<file path="config.mk">
export PLATFORM = sky130hd
export DESIGN_NAME = traffic_light_monitor
export DESIGN_NICKNAME = d
export VERILOG_FILES = /design/src/rtl/traffic_pkg.sv /design/src/rtl/traffic_lamp_decode.sv /design/src/rtl/traffic_light_monitor.sv
export SDC_FILE = /design/constraint.sdc
export NUM_CORES = 1
export LEC_CHECK = 0
export BUFFER_PORTS_ARGS = -buffer_cell sky130_fd_sc_hd__buf_2
export CAP_MARGIN = 20
export CORE_UTILIZATION = 45
export DETAILED_ROUTE_END_ITERATION = 16
export PLACE_DENSITY = 0.73
export SLEW_MARGIN = 25
export SYNTH_ARGS = -nofsm -noshare
export SYNTH_HDL_FRONTEND = slang
export SYNTH_SLANG_ARGS = --single-unit
</file>
<file path="constraint.sdc">
create_clock -name clk -period 3.8 [get_ports clk]
set_input_delay 0 -clock clk [delete_from_list [all_inputs] [get_ports clk]]
set_output_delay 0 -clock clk [all_outputs]
set_load 0.005 [all_outputs]
</file>
<file path="src/rtl/traffic_pkg.sv">
// Shared definitions for the four-phase traffic-light controller and its
// lamp-side consumers: phase encodings, default timing, error bit positions.
package traffic_pkg;

  typedef enum logic [1:0] {
    PH_NS_G = 2'd0,
    PH_NS_Y = 2'd1,
    PH_EW_G = 2'd2,
    PH_EW_Y = 2'd3
  } phase_t;

  localparam int G_TICKS_DFLT = 5;
  localparam int Y_TICKS_DFLT = 2;

  localparam int ERR_W     = 5;
  localparam int ERR_LAMP  = 4;
  localparam int ERR_SEQ   = 3;
  localparam int ERR_SHORT = 2;
  localparam int ERR_LONG  = 1;
  localparam int ERR_EARLY = 0;

  // Legal successor in the fixed NS_G -> NS_Y -> EW_G -> EW_Y ring.
  function automatic phase_t next_phase(input phase_t ph);
    case (ph)
      PH_NS_G: return PH_NS_Y;
      PH_NS_Y: return PH_EW_G;
      PH_EW_G: return PH_EW_Y;
      default: return PH_NS_G;
    endcase
  endfunction

endpackage

</file>
<file path="src/rtl/traffic_lamp_decode.sv">
// Combinational decode of the six lamp lines into a phase code. Only the four
// exact one-green/one-red or one-yellow/one-red patterns are valid; anything
// else (dark, conflicting greens, extra lamps lit) reports valid = 0.
module traffic_lamp_decode
  import traffic_pkg::*;
(
  input  logic       ns_g,
  input  logic       ns_y,
  input  logic       ns_r,
  input  logic       ew_g,
  input  logic       ew_y,
  input  logic       ew_r,
  output logic       valid,
  output logic [1:0] phase
);

  logic [5:0] lamps;
  assign lamps = {ns_g, ns_y, ns_r, ew_g, ew_y, ew_r};

  // Exact-pattern match; phase defaults to NS_G when the pattern is invalid.
  always_comb begin
    valid = 1'b1;
    phase = PH_NS_G;
    case (lamps)
      6'b100_001: phase = PH_NS_G;
      6'b010_001: phase = PH_NS_Y;
      6'b001_100: phase = PH_EW_G;
      6'b001_010: phase = PH_EW_Y;
      default:    valid = 1'b0;
    endcase
  end

endmodule

</file>
<file path="src/rtl/traffic_light_monitor.sv">
// Passive watchdog on the traffic-light lamp interface. Tracks the current
// phase, counts ticks per phase and flags illegal lamps, out-of-order phases,
// short/long phases and changes not aligned to the terminal tick.
module traffic_light_monitor
  import traffic_pkg::*;
#(
  parameter int G_TICKS = G_TICKS_DFLT,
  parameter int Y_TICKS = Y_TICKS_DFLT,
  parameter int CNT_W   = 16
) (
  input  logic             clk,
  input  logic             rst,
  input  logic             tick,
  input  logic             ns_g,
  input  logic             ns_y,
  input  logic             ns_r,
  input  logic             ew_g,
  input  logic             ew_y,
  input  logic             ew_r,
  input  logic             clr_err,
  output logic [4:0]       err_flags,
  output logic             err_pulse,
  output logic [1:0]       phase,
  output logic             phase_valid,
  output logic [CNT_W-1:0] cycle_count
);

  localparam int DUR_MAX = (G_TICKS > Y_TICKS) ? G_TICKS : Y_TICKS;
  // One extra code above DUR_MAX holds the saturated "already overran" value.
  localparam int TW      = $clog2(DUR_MAX + 2);

  typedef enum logic {
    MODE_TRACK = 1'b0,
    MODE_SYNC  = 1'b1
  } mode_t;

  mode_t          mode_q, mode_d;
  phase_t         cur_ph_q, cur_ph_d;
  logic [TW-1:0]  tick_cnt_q, tick_cnt_d;
  logic           tick_q;
  // In SYNC: the previous sample was a valid phase, so a change can be judged.
  logic           sync_seen_q, sync_seen_d;
  logic [4:0]     new_err;
  logic           cyc_inc;

  logic           obs_valid;
  logic [1:0]     obs_raw;
  phase_t         obs;

  traffic_lamp_decode u_decode (
    .ns_g  (ns_g),
    .ns_y  (ns_y),
    .ns_r  (ns_r),
    .ew_g  (ew_g),
    .ew_y  (ew_y),
    .ew_r  (ew_r),
    .valid (obs_valid),
    .phase (obs_raw)
  );

  assign obs = phase_t'(obs_raw);

  function automatic logic [TW-1:0] dur_of(input phase_t ph);
    if (ph == PH_NS_Y || ph == PH_EW_Y) return TW'(Y_TICKS);
    return TW'(G_TICKS);
  endfunction

  // Next-state and error detection for the tracking/resync FSM.
  always_comb begin
    mode_d      = mode_q;
    cur_ph_d    = cur_ph_q;
    tick_cnt_d  = tick_cnt_q;
    sync_seen_d = sync_seen_q;
    new_err     = '0;
    cyc_inc     = 1'b0;
    if (mode_q == MODE_TRACK) begin
      if (!obs_valid) begin
        new_err[ERR_LAMP] = 1'b1;
        mode_d            = MODE_SYNC;
        sync_seen_d       = 1'b0;
      end else if (obs == cur_ph_q) begin
        if (tick) begin
          if (tick_cnt_q < dur_of(cur_ph_q)) begin
            tick_cnt_d = tick_cnt_q + TW'(1);
          end else if (tick_cnt_q == dur_of(cur_ph_q)) begin
            new_err[ERR_LONG] = 1'b1;
            tick_cnt_d        = dur_of(cur_ph_q) + TW'(1);
          end
        end
      end else begin
        if (obs != next_phase(cur_ph_q)) new_err[ERR_SEQ] = 1'b1;
        else if (cur_ph_q == PH_EW_Y)    cyc_inc = 1'b1;
        if (tick_cnt_q < dur_of(cur_ph_q)) new_err[ERR_SHORT] = 1'b1;
        // The controller moves exactly one clk after its terminal tick.
        if (!tick_q) new_err[ERR_EARLY] = 1'b1;
        cur_ph_d   = obs;
        tick_cnt_d = tick ? TW'(1) : '0;
      end
    end else begin
      if (!obs_valid) begin
        sync_seen_d = 1'b0;
      end else begin
        if (sync_seen_q && obs == next_phase(cur_ph_q)) begin
          mode_d     = MODE_TRACK;
          tick_cnt_d = tick ? TW'(1) : '0;
        end
        cur_ph_d    = obs;
        sync_seen_d = 1'b1;
      end
    end
  end

  // State, sticky error and cycle-count registers.
  always_ff @(posedge clk) begin
    if (rst) begin
      mode_q      <= MODE_TRACK;
      cur_ph_q    <= PH_NS_G;
      tick_cnt_q  <= '0;
      tick_q      <= 1'b0;
      sync_seen_q <= 1'b0;
      err_flags   <= '0;
      err_pulse   <= 1'b0;
      cycle_count <= '0;
    end else begin
      mode_q      <= mode_d;
      cur_ph_q    <= cur_ph_d;
      tick_cnt_q  <= tick_cnt_d;
      tick_q      <= tick;
      sync_seen_q <= sync_seen_d;
      err_flags   <= (clr_err ? 5'b0 : err_flags) | new_err;
      err_pulse   <= |new_err;
      if (cyc_inc) cycle_count <= cycle_count + CNT_W'(1);
    end
  end

  assign phase       = cur_ph_q;
  assign phase_valid = (mode_q == MODE_TRACK);

endmodule

</file>
==> metrics.txt, run 1 <==
Mapped Nets=219; Placeable Area=3690 um2; crit path DAT=~2.5 ns; r2r worst-path depth=7; Worst Setup Path Type=reg -> reg; final hold viol count=0; worst-case clock buffer depth=2; Ports=35; Layout Nets=256; CP endpoint kind=flop; largest net degree at the start of global routing=35; drt drc=0; delay-heaviest family, CP=simple AND/OR/NAND/NOR gates; slowest cell on the critical path=dfxtp_1; Post-Synthesis Cells=between 200 and 250; DR vias=around 1,600; FF+latch area=601 um2; Max Cap Viol=0; Final period util=0.609; layout cells sized above 1=0.243; worst reg2reg setup slack=approximately 1.5 ns; post-route total power=0.648 mW; number of global-route vias before repair=1,352; Setup Skew=0.00961 ns; PwrDens=317 nW/um2; CTS tree=yes; num rows=22; #FFs+latches synth=30; Critical Path RT=approximately 4 ns; CTS resizes=0; slew margin rel.=0.555; final setup violation count=0; Cell variety after synth=51; Synth area leader=dfxtp_1; clock period minus worst slack=approximately 2.3 ns; clock latency on the worst-skew pair=0.28 ns; Pins Over Slew Limit=0; Synth area leaders=dfxtp_1, a21oi_1, ha_1; Die W=around 64 um; synthesized cell area=roughly 1800 um2; Synthesis Warnings=0; Setup crit start kind=flop; Seq/Total Area, Yosys=0.342; Mapped Avg Cell Area=between 8 and 9 um2; DRT iter0 DRCs=around 150; worst path cell trace=inv_1 -> ha_1 -> or3_1 -> and4_4 -> and3_1 -> a21o_1 -> a21oi_2; critical path fanouts, max=9; Root Driver=clkbuf_8; drt total wl=between 3000 and 4000 um; CTS HTree Levels=2; status=finished clean; post-synthesis async set-or-reset flop share=0; Antenna Violating Nets Remaining=0; fillers=357; count leader, synth=dfxtp_1; Routed WL per cell=roughly 12 um; Top FF cell, synth=dfxtp_1; antenna cells=0; multi-input logic area=between 1000 and 1500 um2; Reg clk slew, reported paths=~0.06 ns; LEAKAGE=approximately 0.83 nW; Buffers on Ports=34; commonest cells in the netlist=dfxtp_1, a21oi_1, nor2_1; Die Y=64.5 um; GP Congestion=roughly 0.8; end of the worst hold path=err_flags[2]$_SDFF_PP0_; fmax=0.432 GHz; EDFF count, synth=0; first-pass GRT wire length=slightly above 6000 um; grt total ovfl=0; Buf/Inv on CP=1; Worst Hold Class=in -> reg; GRT Util Overall=0.188; VDD IR max=slightly below 0.3 mV; hold_sp=clr_err; R2R Path End=cycle_count[2]$_SDFFE_PP0P_; clk sinks=30; Initial Util=0.476; hold path depth=3; setup_tns=0 ns; CTS Buf Count=5; DRT Pass-1 Iters=4; post-synthesis to final-layout area growth=16.4%; RSZ-0062 raised after global routing=false; delay of the slowest cell on the worst path=about 0.50 ns; DR vias/cell=about 5.4; Yosys top cell area share=0.342; Post-DP HPWL=about 2700 um; RR Startpoint=phase[0]$_SDFFE_PP0P_; die footprint=4150 um2; initial antenna violation count=0; Worst Tran Pin Value=0.667 ns
-- sequential cells by signal (all words and copies together) (netlist names) --
name	cells
cycle_count	16
err_flags	5
tick_cnt_q	3
phase	2
err_pulse	1
mode_q	1
sync_seen_q	1
tick_q	1
-- worst max-delay path by stage --
stage / from / endpoint / slack [ns] / cells past startpoint
6_report: phase[0]$_SDFFE_PP0P_ / cycle_count[2]$_SDFFE_PP0P_ / 1.49 / 7
5_1_grt: phase[0]$_SDFFE_PP0P_ / cycle_count[13]$_SDFFE_PP0P_ / 1.28 / 7
4_1_cts: phase[0]$_SDFFE_PP0P_ / cycle_count[2]$_SDFFE_PP0P_ / 1.49 / 7
3_5_place_dp: phase[0]$_SDFFE_PP0P_ / cycle_count[2]$_SDFFE_PP0P_ / 1.52 / 7
3_3_place_gp: phase[0]$_SDFFE_PP0P_ / cycle_count[15]$_SDFFE_PP0P_ / 1.52 / 7
2_1_floorplan: phase[0]$_SDFFE_PP0P_ / cycle_count[2]$_SDFFE_PP0P_ / 1.70 / 8
-- worst register-to-register path: stages, from the launching register on --
cell	delay, ns
dfxtp_1	0.50
inv_1	0.14
ha_1	0.35
or3_1	0.41
and4_4	0.23
and3_1	0.28
a21o_1	0.23
a21oi_2	0.12
-- layer usage --
layer	vias up	wire length, um	GRT usage
li1	810	-	-
met1	708	1800	0.263
met2	31	1570	0.291
met3	4	133	0.0387
met4	0	38	0.0500
met5	-	0	0
-- power by group --
part           switching, mW  internal, mW
clock                  0.120         0.145
combinational         0.0335        0.0255
sequential           0.00396         0.320
-- kinds of logic after synthesis --
kind of cell,after synthesis,share of synthesized area
AOI/OAI and AO/OA,57,0.216
adders and majority gates,8,0.0570
DFF,30,0.342
xor gates and xnor gates,7,0.0349
and+or+nand+nor,81,0.274
buffers and inverters,13,0.0442
muxes,5,0.0321
-- layout make-up --
cell class / instances / area share
inverter: 8 / 0.0147
clock inverter: 2 / 0.00612
clock buffer: 6 / 0.0404
tap: 48 / 0.0294
multi-input combinational: 158 / 0.527
timing repair buffer: 35 / 0.0882
sequential: 30 / 0.294
-- cell usage in the layout (no fill, tap or decap), drive strengths merged, types with 2 or more instances in the layout --
cell and count:
ha 8, o211ai 2, or3 8, a21o 4, clkbuf 6, o21ai 10
dfxtp 30, nand3b 2, and3 5, and4bb 2, mux2i 3, o31ai 3
or4 3, nand2b 8, mux2 2, and2 3, inv 8, nand4 3
nor2b 4, xnor2 3, nand3 8, nand2 14, nor3 2, nor2 15
a21oi 23, buf 34, a211oi 3, xor2 4, a211o 2
-- through the flow --
step	hold WS [ns]	instance area (um2)	setup WS [ns]	cells	utilization
finish	0.0507	2040	1.49	287	0.554
global route	0.0542	2040	1.28	287	0.554
CTS	0.00739	2030	1.49	286	0.551
detailed placement	0.289	1940	1.52	278	0.525
global placement	0.287	1940	1.52	278	0.525
floorplan	0.128	1760	1.70	201	-
-- what timing repair did --
action	4_1_cts	5_1_grt
hold buffers	0	1
setup buffers	0	0
endpoints found under the setup margin	0	0
hold endpoints to repair	0	1
Power figures use the tool's default switching activity.
==> run 2, diff against run 1 <==
Settings changed: PLACE_DENSITY 0.73 to 0.76.
Clock period 3.8 ns to 2 ns, I/O delays scaled along.
==> run 2 against run 1 <==
  * The flow now finishes with violations (negative setup slack)
  * Clock skew decreased by 0.0078 ns
  * Combinational power increased by 130%
  * Die area unchanged
  * Via count increased by 7.3%
  * Clock-buffer cell count increased by 1
  * Sequential power increased by 90%
  * Flip-flop and latch count unchanged
  * Power increased by 95%
  * Sequential share of layout area decreased by 2.9 points
  * Register-to-register slack got worse by 1.5 ns
  * Final cell count increased by 5.2%
  * Largest power group unchanged
==> metrics.txt, run 2 (synthesized netlist as in run 1, its figures left out) <==
status=finished, violations left; failing checks=negative setup slack; sequential share of power=0.488; slowest cell on the critical path=dfxtp_4; R2R Path End=tick_cnt_q[0]$_SDFFE_PP0P_; end of the worst hold path=tick_q$_SDFF_PP0_; switching share of power=0.249; LEAKAGE=between 0.9 and 1 nW; Placeable Area=~3700 um2; Largest regs=cycle_count (16), err_flags (5), tick_cnt_q (3); antenna cells=0; most common cell after layout, fill and taps aside=buf_2; fmax=slightly below 0.5 GHz; layout cells sized above 1=0.366; Pins Over Slew Limit=0; hold_sp=tick; Largest Register=cycle_count; CP endpoint kind=flop; DRT Pass-1 Iters=5; clock power share=0.403; fin cells=approximately 300; Layout Nets=between 200 and 300; VDD IR max=0.498 mV; Buffers on Ports=34; GRT Util Overall=0.208; RR Startpoint=phase[0]$_SDFFE_PP0P_; Post-DP HPWL=2750 um; drt drc=0; largest net degree at the start of global routing=35; Routed WL per cell=13.4 um; critical path fanouts, max=2; DRT iter0 DRCs=73; Util after Layout=0.619; final setup violation count=1; r2r worst-path depth=9; die footprint=a little over 4000 um2; Worst Setup Path Type=reg -> reg; Antenna Violating Nets Remaining=0; Die Y=between 60 and 70 um; Setup Skew=between 0.0015 and 0.002 ns; CTS hold repair buffers=0; Root Driver=clkbuf_8; RSZ-0062 raised after global routing=true; crit path DAT=approximately 2.2 ns; worst path cell trace=inv_4 -> buf_6 -> ha_4 -> nor2_4 -> nor2_4 -> xnor2_2 -> o31a_1 -> a211o_2 -> mux2_4; clock latency on the worst-skew pair=roughly 0.28 ns; delay-heaviest family, CP=compound AO/OA/AOI/OAI gates; final hold viol count=0; number of global-route vias before repair=approximately 1,600; Die W=roughly 64 um; internal power=0.947 mW; post-synthesis to final-layout area growth=30.0%; Final period util=1.01; Ports=35; worst-case clock buffer depth=2; hold path depth=2; CTS tree=yes; final worst slack=-0.0110 ns; Worst Tran Pin Value=0.628 ns; initial antenna violation count=0; first-pass GRT wire length=roughly 6900 um; Reg clk slew, reported paths=roughly 0.070 ns; clock period minus worst slack=2.01 ns; DR vias/cell=roughly 5.5; worst reg2reg setup slack=-0.01 ns; slew margin rel.=0.582; DR vias=roughly 1,700; Combinational Power Share=0.110; GP Congestion=approximately 0.77; CTS Buf Count=5; most frequent cells in the layout=buf_2, dfxtp_1, a21oi_1, buf_4, nand2_1; num rows=22; Critical Path RT=~2.2 ns; PwrDens=552 nW/um2; grt total ovfl=0; most numerous cell on the critical path=nor2_4; Placed Instances=between 200 and 300; setup_tns=-0.0110 ns; Buf/Inv on CP=2; Max Cap Viol=0; Setup crit start kind=flop; max reg flops=16; delay of the slowest cell on the worst path=approximately 0.36 ns; clk sinks=30; hold slack=~0.011 ns; Initial Util=0.476; drt total wl=just over 4000 um; Worst Hold Class=in -> reg; sw power=0.313 mW; CTS HTree Levels=2
[run 2: power groups by stage]
stage,registers (mW),clock network (mW),logic [mW]
6_report,0.614,0.507,0.138
5_1_grt,0.615,0.538,0.151
4_1_cts,0.613,0.519,0.121
2_1_floorplan,0.627,0,0.0763
3_5_place_dp,0.626,0,0.120
3_3_place_gp,0.626,0,0.118
[run 2: worst register-to-register path: cells and delay by family, from the launching register on]
kind            cells  cell delay, ns
compound gates      2            0.63
buf+inv             2            0.15
mux                 1            0.30
simple gates        2            0.18
xor+xnor            1            0.14
fa+ha+maj           1            0.15
flops               1            0.36
[run 2: through the flow]
| stage | instance area [um2] | worst slack (ns) | total power, mW |
|---|---|---|---|
| finish | 2280 | -0.0110 | 1.26 |
| global route | 2280 | -0.0854 | 1.30 |
| CTS | 2130 | 0.00659 | 1.25 |
| detailed placement | 2030 | -0.0291 | 0.746 |
| global placement | 2030 | 0.00184 | 0.744 |
| floorplan | 1760 | 0.0230 | 0.703 |
[run 2: metal layers]
| layer | vias to the layer above | global-route usage | part of all wire |
|---|---|---|---|
| li1 | 841 | - | - |
| met1 | 776 | 0.256 | 0.48 |
| met2 | 45 | 0.359 | 0.47 |
| met3 | 4 | 0.0440 | 0.042 |
| met4 | 0 | 0.0639 | 0.0067 |
| met5 | - | 0 | 0 |
[run 2: final cells by class]
cell class,count,area (um2)
Multi-Input combinational cell,158,1200
Timing Repair Buffer,50,294
Sequential cell,30,606
Fill cell,335,1410
Clock inverter,1,5.00
Inverter,8,32.5
Clock buffer,7,86.3
Tap cell,48,60.1
[run 2: how the worst max path moves through the flow]
| stage | start | to | slack, ns | cells after the start |
|---|---|---|---|---|
| final | phase[0]$_SDFFE_PP0P_ | tick_cnt_q[0]$_SDFFE_PP0P_ | -0.01 | 9 |
| after CTS | phase[0]$_SDFFE_PP0P_ | tick_cnt_q[0]$_SDFFE_PP0P_ | 0.007 | 9 |
| after floorplan | phase[0]$_SDFFE_PP0P_ | cycle_count[2]$_SDFFE_PP0P_ | 0.02 | 8 |
| after global routing | phase[1]$_SDFFE_PP0P_ | tick_cnt_q[0]$_SDFFE_PP0P_ | -0.09 | 8 |
| after detailed placement | ew_r | cycle_count[14]$_SDFFE_PP0P_ | -0.03 | 7 |
| after global placement | ew_r | cycle_count[14]$_SDFFE_PP0P_ | 0.002 | 7 |
[run 2: what timing repair did]
item | 4_1_cts | 5_1_grt
cloned | 0 | 0
buffers inserted | 0 | 4
pin swaps | 0 | 12
endpoints found under the setup margin | 1 | 13
gates resized for setup | 2 | 25
==> run 3, diff against run 2 <==
Settings changed: CTS_BUF_LIST set to sky130_fd_sc_hd__clkbuf_8.
==> run 3 against run 2 <==
  * The flow still finishes with violations (negative setup slack)
  * First-iteration DRC count unchanged
  * Combinational power hardly changed
  * Non-clock buffer count unchanged
  * Clock power fell by 0.8%
==> metrics.txt, run 3 (synthesized netlist as in run 1, its figures left out) <==
status=finished, violations left; failing checks=negative setup slack; number of global-route vias before repair=~1,600; Critical Path RT=approximately 2.2 ns; first-pass GRT wire length=between 6000 and 7000 um; Placed Instances=slightly below 300; fillers=roughly 340; layout cells sized above 1=0.366; Ports=35; Routed WL per cell=between 10 and 15 um; Worst Tran Pin Value=around 0.62 ns; most numerous cell on the critical path=nor2_4; worst path cell trace=inv_4 -> buf_6 -> ha_4 -> nor2_4 -> nor2_4 -> xnor2_2 -> o31a_1 -> a211o_2 -> mux2_4; CTS tree=yes; Setup Skew=approximately 0.0017 ns; max reg flops=16; sequential share of power=0.489; Reg clk slew, reported paths=around 0.07 ns; setup_tns=-0.0124 ns; DR vias=between 1,500 and 2,000; critical path fanouts, max=2; delay-heaviest family, CP=compound AO/OA/AOI/OAI gates; worst-case clock buffer depth=2; DR vias/cell=around 5.5; hold slack=roughly 0.012 ns; Final period util=1.01; GRT Util Overall=0.208; multi-input logic area=between 1000 and 1500 um2; die footprint=approximately 4200 um2; Buf/Inv on CP=2; Largest regs=cycle_count (16), err_flags (5), tick_cnt_q (3); PwrDens=roughly 550 nW/um2; Setup crit start kind=flop; Combinational Power Share=0.110; Die W=~64 um; Placeable Area=about 3700 um2; Pins Over Slew Limit=0; final worst slack=-0.0124 ns; final setup violation count=1; clock period minus worst slack=roughly 2.0 ns; delay of the slowest cell on the worst path=0.36 ns; num rows=22; final hold viol count=0; pre-CTS setup slack=-0.0291 ns; VDD IR max=roughly 0.5 mV; crit path DAT=between 2 and 2.5 ns; Layout Nets=roughly 270; slowest cell on the critical path=dfxtp_4; DRT Pass-1 Iters=4; Initial Util=0.476; Worst Setup Path Type=reg -> reg; most frequent cells in the layout=buf_2, dfxtp_1, a21oi_1, buf_4, nand2_1; Post-DP HPWL=roughly 2800 um; CTS Buf Count=5; Max Cap Viol=0; slew margin rel.=0.589; sw power=around 0.31 mW; drt drc=0; Worst Hold Class=in -> reg; DRT iter0 DRCs=73; internal power=~0.94 mW; largest net degree at the start of global routing=35; Buffers on Ports=34; FF+latch area=slightly above 600 um2; LEAKAGE=between 0.9 and 1 nW; fin cells=~300; fmax=roughly 0.5 GHz; switching share of power=0.250; CTS HTree Levels=2; RSZ-0062 raised after global routing=true; Antenna Violating Nets Remaining=0; drt total wl=4050 um; clock latency on the worst-skew pair=0.28 ns; GP Congestion=0.768; post-synthesis to final-layout area growth=30.0%; initial antenna violation count=0; grt total ovfl=0; Die Y=around 64 um; clk sinks=30; CP endpoint kind=flop; Root Driver=clkbuf_8; most common cell after layout, fill and taps aside=buf_2; Largest Register=cycle_count; clock power share=0.400; antenna cells=0
-- run 3: changes by cell type in the layout (fill, tap and decap cells not counted) --
cell,change
clkbuf_1,-1
inv_1,+1
-- run 3: stage by stage --
| step | cell area, um2 | utilization | power [mW] |
|---|---|---|---|
| detailed placement | 2030 | 0.551 | 0.746 |
| finish | 2280 | 0.619 | 1.26 |
| floorplan | 1760 | - | 0.703 |
| global route | 2280 | 0.619 | 1.30 |
| global placement | 2030 | 0.551 | 0.744 |
| CTS | 2130 | 0.577 | 1.25 |
-- run 3: timing repair --
item,in CTS,in global routing
hold endpoints to repair,0,0
hold buffers,0,0
endpoints found under the setup margin,1,13
setup buffers,0,4
gates resized for setup,2,25
pin swaps,0,12
-- run 3: final cells by class --
cell class | instances | share of cell area
flip-flops and latches | 30 | 0.265
well taps | 48 | 0.0263
multi-input cells | 158 | 0.525
clock inverters | 2 | 0.00384
clock buffers | 6 | 0.0362
inverters | 8 | 0.0143
repair buffers | 50 | 0.129
-- run 3: routing by layer --
metal | up-vias | track usage | routed length [um]
li1 | 840 | - | -
met3 | 4 | 0.0440 | 138
met1 | 776 | 0.256 | 1960
met4 | 0 | 0.0639 | 27
met2 | 45 | 0.359 | 1920
met5 | - | 0 | 0
-- run 3: final timing paths --
kind / depth (start not counted) / startpoint / end / slack [ns]
min reg2reg: 2 / err_flags[2]$_SDFF_PP0_ / err_flags[2]$_SDFF_PP0_ / 0.47
max: 9 / phase[0]$_SDFFE_PP0P_ / tick_cnt_q[0]$_SDFFE_PP0P_ / -0.01
min: 2 / tick / tick_q$_SDFF_PP0_ / 0.01
max reg2reg: 9 / phase[0]$_SDFFE_PP0P_ / tick_cnt_q[0]$_SDFFE_PP0P_ / -0.01
-- run 3: power groups by stage --
stage	clock network, mW	registers, mW	logic, mW
detailed placement	0	0.626	0.120
CTS	0.514	0.613	0.121
floorplan	0	0.627	0.0763
global route	0.533	0.615	0.151
global placement	0	0.626	0.118
finish	0.503	0.614	0.138
